$ cat src/rtl/jk_pkg.sv
// Shared JK command encoding and the single-cell next-state rule used by the bank.
package jk_pkg;

  typedef enum logic [1:0] {
    JK_HOLD   = 2'b00,
    JK_RESET  = 2'b01,
    JK_SET    = 2'b10,
    JK_TOGGLE = 2'b11
  } jk_cmd_e;

  // Next value of one JK cell given its present value and the command.
  function automatic logic jk_next(input logic q, input jk_cmd_e jk);
    logic n;
    case (jk)
      JK_HOLD:   n = q;
      JK_RESET:  n = 1'b0;
      JK_SET:    n = 1'b1;
      JK_TOGGLE: n = ~q;
      default:   n = q;
    endcase
    return n;
  endfunction

endpackage

$ cat src/rtl/rr_arbiter.sv
// Round-robin arbiter: grant the first requester at or after the priority pointer,
// and move the pointer just past the winner whenever a grant is consumed.
module rr_arbiter #(
  parameter int N = 4
) (
  input  logic         clk,
  input  logic         rst,
  input  logic [N-1:0] req,
  input  logic         advance,
  output logic [N-1:0] gnt
);

  localparam int PW = (N > 1) ? $clog2(N) : 1;

  logic [PW-1:0] ptr_q, ptr_d;
  logic [PW-1:0] win_s;
  logic          found_s;

  // Cyclic priority search starting at ptr_q; purely combinational on req.
  always_comb begin
    int c;
    gnt     = '0;
    win_s   = '0;
    found_s = 1'b0;
    c       = 0;
    for (int i = 0; i < N; i++) begin
      c = int'(ptr_q) + i;
      if (c >= N) begin
        c = c - N;
      end else begin
        c = c;
      end
      if (!found_s && req[c]) begin
        found_s = 1'b1;
        gnt[c]  = 1'b1;
        win_s   = PW'(c);
      end else begin
        found_s = found_s;
      end
    end
  end

  // Pointer update: wraps from N-1 back to 0.
  always_comb begin
    ptr_d = ptr_q;
    if (advance && found_s) begin
      if (int'(win_s) == N - 1) begin
        ptr_d = '0;
      end else begin
        ptr_d = win_s + PW'(1);
      end
    end else begin
      ptr_d = ptr_q;
    end
  end

  // Pointer register.
  always_ff @(posedge clk or posedge rst) begin
    if (rst) begin
      ptr_q <= '0;
    end else begin
      ptr_q <= ptr_d;
    end
  end

endmodule

$ cat src/rtl/jk_bank_arbiter.sv
// Arbitrated single write port for a bank of JK cells: round-robin grant, capture
// stage (qm) then apply stage updating the architectural bank qs one bit per cycle.
module jk_bank_arbiter
  import jk_pkg::*;
#(
  parameter int NREQ  = 4,
  parameter int WIDTH = 8,
  parameter int IDXW  = $clog2(WIDTH),
  parameter int GIDW  = (NREQ > 1) ? $clog2(NREQ) : 1
) (
  input  logic                 clk,
  input  logic                 rst,
  input  logic [NREQ-1:0]      req_valid,
  output logic [NREQ-1:0]      req_ready,
  input  logic [NREQ*IDXW-1:0] req_idx,
  input  logic [NREQ*2-1:0]    req_jk,
  output logic [2+IDXW-1:0]    qm,
  output logic                 qm_valid,
  output logic [WIDTH-1:0]     qs,
  output logic                 done,
  output logic [GIDW-1:0]      grant_id
);

  logic [NREQ-1:0] gnt_s;
  logic            transfer_s;
  logic [GIDW-1:0] win_id_s;
  logic [1:0]      win_jk_s;
  logic [IDXW-1:0] win_idx_s;

  logic [2+IDXW-1:0] qm_q, qm_d;
  logic              qm_valid_q, qm_valid_d;
  logic [GIDW-1:0]   id_q, id_d;
  logic [WIDTH-1:0]  qs_q, qs_d;
  logic              done_q, done_d;
  logic [GIDW-1:0]   grant_id_q, grant_id_d;

  logic [1:0]        qm_jk_s;
  logic [IDXW-1:0]   qm_idx_s;

  // Grants follow req_valid even while rst is high; only the capture is suppressed.
  rr_arbiter #(.N(NREQ)) u_arb (
    .clk     (clk),
    .rst     (rst),
    .req     (req_valid),
    .advance (transfer_s),
    .gnt     (gnt_s)
  );

  assign req_ready  = gnt_s;
  assign transfer_s = |(req_valid & gnt_s);

  // Mux the granted requester's id and payload out of the packed buses.
  always_comb begin
    win_id_s  = '0;
    win_jk_s  = 2'b00;
    win_idx_s = '0;
    for (int r = 0; r < NREQ; r++) begin
      if (gnt_s[r]) begin
        win_id_s  = GIDW'(r);
        win_jk_s  = req_jk[r*2 +: 2];
        win_idx_s = req_idx[r*IDXW +: IDXW];
      end else begin
        win_id_s = win_id_s;
      end
    end
  end

  assign qm_jk_s  = qm_q[2+IDXW-1 -: 2];
  assign qm_idx_s = qm_q[IDXW-1:0];

  // Capture stage next state: qm keeps its last contents when idle.
  always_comb begin
    qm_d       = qm_q;
    id_d       = id_q;
    qm_valid_d = transfer_s;
    if (transfer_s) begin
      qm_d = {win_jk_s, win_idx_s};
      id_d = win_id_s;
    end else begin
      qm_d = qm_q;
      id_d = id_q;
    end
  end

  // Apply stage next state: evaluated against the current bank, so same-bit
  // back-to-back commands chain naturally.
  always_comb begin
    qs_d       = qs_q;
    done_d     = qm_valid_q;
    grant_id_d = grant_id_q;
    if (qm_valid_q) begin
      qs_d[qm_idx_s] = jk_next(qs_q[qm_idx_s], jk_cmd_e'(qm_jk_s));
      grant_id_d     = id_q;
    end else begin
      grant_id_d = grant_id_q;
    end
  end

  // Pipeline and bank registers; reset discards any in-flight command.
  always_ff @(posedge clk or posedge rst) begin
    if (rst) begin
      qm_q       <= '0;
      qm_valid_q <= 1'b0;
      id_q       <= '0;
      qs_q       <= '0;
      done_q     <= 1'b0;
      grant_id_q <= '0;
    end else begin
      qm_q       <= qm_d;
      qm_valid_q <= qm_valid_d;
      id_q       <= id_d;
      qs_q       <= qs_d;
      done_q     <= done_d;
      grant_id_q <= grant_id_d;
    end
  end

  assign qm       = qm_q;
  assign qm_valid = qm_valid_q;
  assign qs       = qs_q;
  assign done     = done_q;
  assign grant_id = grant_id_q;

endmodule

$ cat config.mk
export PLATFORM = sky130hd
export DESIGN_NAME = jk_bank_arbiter
export DESIGN_NICKNAME = d
export VERILOG_FILES = /design/src/rtl/jk_pkg.sv /design/src/rtl/rr_arbiter.sv /design/src/rtl/jk_bank_arbiter.sv
export SDC_FILE = /design/constraint.sdc
export NUM_CORES = 1
export LEC_CHECK = 0
export CORE_MARGIN = 2
export CORE_UTILIZATION = 50
export CTS_CLUSTER_SIZE = 20
export DETAILED_ROUTE_END_ITERATION = 16
export HOLD_SLACK_MARGIN = 0.12
export PLACE_DENSITY = 0.81
export REMOVE_ABC_BUFFERS = 1
export SETUP_SLACK_MARGIN = 0.2
export SYNTH_ARGS = -nofsm -noshare
export SYNTH_HDL_FRONTEND = slang
export SYNTH_SLANG_ARGS = --single-unit
$ cat constraint.sdc
create_clock -name clk -period 5.4 [get_ports clk]
set_input_delay 1.08 -clock clk [delete_from_list [all_inputs] [get_ports clk]]
set_output_delay 1.08 -clock clk [all_outputs]
set_load 0.005 [all_outputs]
-- Yosys cells after proc, flatten, opt, wreduce, memory -nomap -nowiden
Index checks and enable logic that the tools add are counted.
- multiplexer cells: 55
- add/sub/neg operators: 8
- magnitude comparators: 14
- eq/ne operators: 4
- reductions and logical operators: 14
- bitwise gates (word level): 5
- operator list (kind ; number):
    greater-or-equal comparator 32 x 1 -> 1 bit (second input constant) ; 4
    less-than comparator 32 x 4 -> 1 bit (second input constant) ; 4
    two-way mux 32 bit ; 4
    greater-or-equal comparator 32 x 4 -> 1 bit (second input constant) ; 3
    subtractor 32 x 4 -> 32 bit (second input constant) ; 3
    two-way mux 2 bit ; 11
    two-way mux 1 bit ; 20
    two-way mux 4 bit ; 4
    two-way mux 3 bit ; 4
    OR 4 bit ; 3
    logical AND 1 bit ; 9
    binary-select mux 1 bit (select 2 bit) ; 4
    bitwise mux 8 bit ; 1
    demux 1 bit (select 2 bit) ; 4
    adder 2 x 2 -> 3 bit (second input constant) ; 2
    AND 4 bit ; 1
    == test 2 x 1 -> 1 bit (second input constant) ; 2
    == test 2 bit (second input constant) ; 2
    less-than comparator 3 x 4 -> 1 bit (second input constant) ; 1
    one-hot mux 1 bit (4 select lines) ; 1
    OR reduction 4 bit ; 1
    subtractor 2 x 3 -> 4 bit (second input constant) ; 1
    adder 2 x 1 -> 3 bit (second input constant) ; 1
    binary-select mux 1 bit (select 3 bit) ; 1
    other kinds (7) ; 9
- word-level logic and storage cells: 107
- flip-flop bits (word level): 21
- bits of input ports: 26
- output and inout port bits: 21

-- Logic depth before layout (Yosys ltp)
- depth after elaboration: 19
- depth in mapped cells: 13
- depth with buffers taken out: 10

-- Hierarchy
A second synthesis with hierarchy kept.
- cells, all modules: 155
- area total of the unflattened synthesis: 1526.5 um2
- modules (own cells, without submodules) (module ; instances ; area each (um2) ; cells an instance ; seq. area each (um2)):
    jk_bank_arbiter ; 1 ; 972.2 ; 90 ; 475.5
    rr_arbiter ; 1 ; 554.3 ; 65 ; 50.0

-- Worst setup path after synthesis
OpenSTA, ideal clock, no wires.
- kind: register to output
- start: register (tool-made name)
- end: output req_ready[3]
- slack: 1829 ps
- cell stages (with the launch flop): 10
- required time: 4320 ps
- arrival: 2491 ps
- path buffers: 3
- cell sequence: dfrtp_1 > buf_2 > inv_1 > ha_1 > buf_6 > mux4_2 > nand2_2 > a311oi_1 > a2111o_1 > buf_2
- RTL lines (element ; RTL line ; text):
    to (decl) ; jk_bank_arbiter.sv:14 ; output logic [NREQ-1:0] req_ready,

-- Worst setup path in the final report
- start: input req_valid[3]
- end: output req_ready[2]
- longest elaborated chain between the ends: 13
- elaborated cells on any way between the ends: 28
- classes of those cells: 19 x mux; 3 x bitwise; 6 x reduce/logical
- RTL lines (element ; RTL line ; text):
    from (decl) ; jk_bank_arbiter.sv:13 ; input logic [NREQ-1:0] req_valid,
    binary-select mux 1 bit (select 2 bit) ; rr_arbiter.sv:33 ; if (!found_s && req[c]) begin
    two-way mux 1 bit (implied by the code) (2 in series) ; rr_arbiter.sv:33 ;
    two-way mux 1 bit ; rr_arbiter.sv:33 ;
    zero test 1 bit ; rr_arbiter.sv:33 ;
    logical AND 1 bit ; rr_arbiter.sv:33 ;
    two-way mux 1 bit ; rr_arbiter.sv:33 ;
    zero test 1 bit ; rr_arbiter.sv:33 ;
    logical AND 1 bit ; rr_arbiter.sv:33 ;
    two-way mux 1 bit ; rr_arbiter.sv:33 ;
    zero test 1 bit ; rr_arbiter.sv:33 ;
    logical AND 1 bit ; rr_arbiter.sv:33 ;
    two-way mux 4 bit * ; rr_arbiter.sv:33 ;
Mark *: on every way between the ends. The rest lies on a longest branch, timed or not. The select of a mux whose other input is x is not followed.

==> impl_metrics.ini <==
[cells_and_area]
fin_cells = 301
fin_nets = 286
finalCoreUtilization = 0.660
syn_to_final_growth_pct = 26.7
drive_above_1_share = 0.123
diodes = 0
postLayoutCellArea_mm2 = 0.00243

[sta]
maxSlewViolCount = 0
fin_setup_tns_ns = 0
final_hold_viol_count = 0
rsz0062_at_grt = no
tightest_slew_ns = 0.787
skew_ns = 0.00106
setup_viol = 0
period_share = 0.885
fin_crit_ns = 4.78
finalWorstSetupSlack_ns = 0.618
max_slew_margin = 0.475
holdWs_ns = 0.509
fmax_mhz = 209

[setup_path]
cp-start-kind = input pin
crit_path_end_kind = output pin
path_class = input pin to output pin
path_cells = clkdlybuf4s50_1 > mux2_2 > or4_1 > a21oi_1 > a221oi_2 > buf_4 > inv_1 > clkdlybuf4s50_1
worstPathBufferInverterCount = 4
crit_family = buffers and inverters
crit_arrival_ns = 3.70
crit_top_cell = clkdlybuf4s50_1
cp_slowest_cell = clkdlybuf4s50_1
reg2reg_from = u_arb.ptr_q[1]$_DFFE_PP0P_
cp.required_ns = 4.32
timing.rr.end = u_arb.ptr_q[1]$_DFFE_PP0P_
reg2reg_slack_ns = 1.71
reg2reg_depth = 8
path_max_fanout = 16
critPathMaxStageDelay_ns = 0.68

[routing]
first_pass_iters = 4
drc = 0
wl_per_cell_um = 16.2
vias = 1829
vias_per_cell = 6.08
routed_wl_um = 4880
drt_iter0_drc = 94
final_antenna_net_count = 0

[clock_tree]
cts_root_buf = clkbuf_8
clock_latency_ns = 0.26
cts_inserted_buffers = 3
cts_resized = 0
post_cts_buffers = 0
cts_buffer_depth = 2
clock-sinks = 21
cts_hold_buf = 0
cts_tree = built
clk_pin_slew_ns = 0.07
htreeDepth = 1

[synth]
synth_top_area_share = 0.273
syn_inst = 215
syn-cell-area_mm2 = 0.00192
synthArstFlopShare = 1.00
synthFlopType = dfrtp_1
synth_top_cell_by_area = dfrtp_1
synth.distinct_cells = 51
ys_ff_latch = 21
synth.yosys.seq_area_share = 0.273
synth_area_leaders = dfrtp_1 (27%), mux2_2 (7.6%), mux4_2 (4.7%)
synth-edff-count = 0
synth.avg_cell_area_um2 = 8.94
yosys_warnings = 0

[global_route]
grt_pass1_vias = 1629
antenna_found_initial = 0
grt_overflow_total = 0
grt_pass1_wl_um = 7820
grt_max_degree = 32
grtUsageTotal = 0.228

[min_path]
hold_class = flip-flop to flip-flop
min_to = grant_id[0]$_DFFE_PP0P_
min_path_cells = 1
worstHoldStart = id_q[0]$_DFFE_PP0P_

[floorplanning]
num_rows = 22
die_h_um = 66.0
start_util = 0.521
coreArea_mm2 = 0.00369
die_width_um = 66.0
die-area_mm2 = 0.00436
ios = 47

[power]
leakagePower_nw = 0.932
power_mw = 1.65
p_per_area_mw_per_mm2 = 676
peakVddDrop_uv = 393

[place]
dp_slack_ns = 0.647
dpl_cell_area_mm2 = 0.00239
gp_congestion = 0.945
hpwlAfterDp_um = 3580
dpl.cell_count = 297
io_buffer_count = 46

[job]
maxCapViolCount = 0

[run_status]
outcome = complete, no violations
==> cell usage after synthesis (4+ instances only) <==
cell type / instances
nand2b_1: 5
inv_1: 10
ha_1: 6
nor2_1: 13
clkbuf_1: 7
o21ai_0: 10
mux2_2: 13
nand4_1: 4
mux2i_1: 5
a221oi_1: 6
nand2_1: 11
o22ai_1: 6
nand3b_1: 5
a21oi_1: 11
a32o_1: 6
dfrtp_1: 21
mux4_2: 4
buf_2: 6
nor3b_1: 8
and3_1: 5
nand3_1: 6
==> flip-flops by register name, summed over array words and instances (netlist names), named ones only <==
signal	count
done	1
grant_id	2
id_q	2
qm	5
qm_valid	1
qs	8
u_arb.ptr_q	1
==> cell usage in the layout (no fill, tap or decap), types with 2 or more instances in the layout <==
master	count
a32o_1	6
buf_4	5
mux2_2	13
nor2_1	13
xnor2_1	2
nand3b_1	5
nand3_1	6
mux2i_1	5
nor2b_1	2
clkbuf_8	3
o21ai_0	10
o211ai_1	2
and2_1	3
nand2b_1	5
nor3_1	3
nand2_1	11
a211oi_1	3
o22ai_1	6
ha_1	6
inv_1	10
a22o_1	2
a31oi_1	2
dfrtp_1	21
nand4b_1	3
mux4_2	4
a21oi_1	11
a221oi_1	6
and3_1	5
or4_1	2
a21boi_0	2
nand4_1	4
nor3b_1	8
clkdlybuf4s50_1	46
==> area by class of cell <==
type | count | area, µm²
Clock buffer | 3 | 41.3
Clock inverter | 1 | 7.51
Fill cell | 322 | 1250
Inverter | 10 | 37.5
Multi-Input combinational cell | 167 | 1260
Sequential cell | 21 | 526
Tap cell | 48 | 60.1
Timing Repair Buffer | 51 | 498
==> cells by family after synthesis <==
family,synth area share
buffers and inverters,0.0684
DFF,0.273
xor gates and xnor gates,0.00912
muxes,0.157
adders and majority gates,0.0391
AOI/OAI and AO/OA,0.231
and+or+nand+nor,0.222
==> worst max path at each step <==
| stage | cells after the start | end | startpoint | slack (ns) |
|---|---|---|---|---|
| after floorplan | 6 | req_ready[3] | flip-flop | 1.39 |
| after global placement | 6 | req_ready[3] | req_valid[1] | 0.64 |
| after detailed placement | 8 | req_ready[2] | req_valid[3] | 0.65 |
| after CTS | 8 | req_ready[2] | req_valid[3] | 0.64 |
| after global routing | 7 | req_ready[1] | u_arb.ptr_q[1]$_DFFE_PP0P_ | 0.37 |
| final | 8 | req_ready[2] | req_valid[3] | 0.62 |
==> report_power, final <==
| group | total, mW | leakage (nW) | switching [mW] | internal, mW |
|---|---|---|---|---|
| logic | 1.20 | 0.661 | 0.605 | 0.600 |
| clock network | 0.102 | 0.0217 | 0.0500 | 0.0520 |
| registers | 0.340 | 0.249 | 0.0926 | 0.247 |
==> routing by layer <==
metal / up-vias / share of wire / GRT usage
li1: 898 / - / -
met5: - / 0 / 0
met3: 2 / 0.080 / 0.0443
met4: 0 / 0.0035 / 0.0204
met2: 79 / 0.44 / 0.360
met1: 850 / 0.48 / 0.339
No activity file was read; power rests on OpenSTA's default activity.
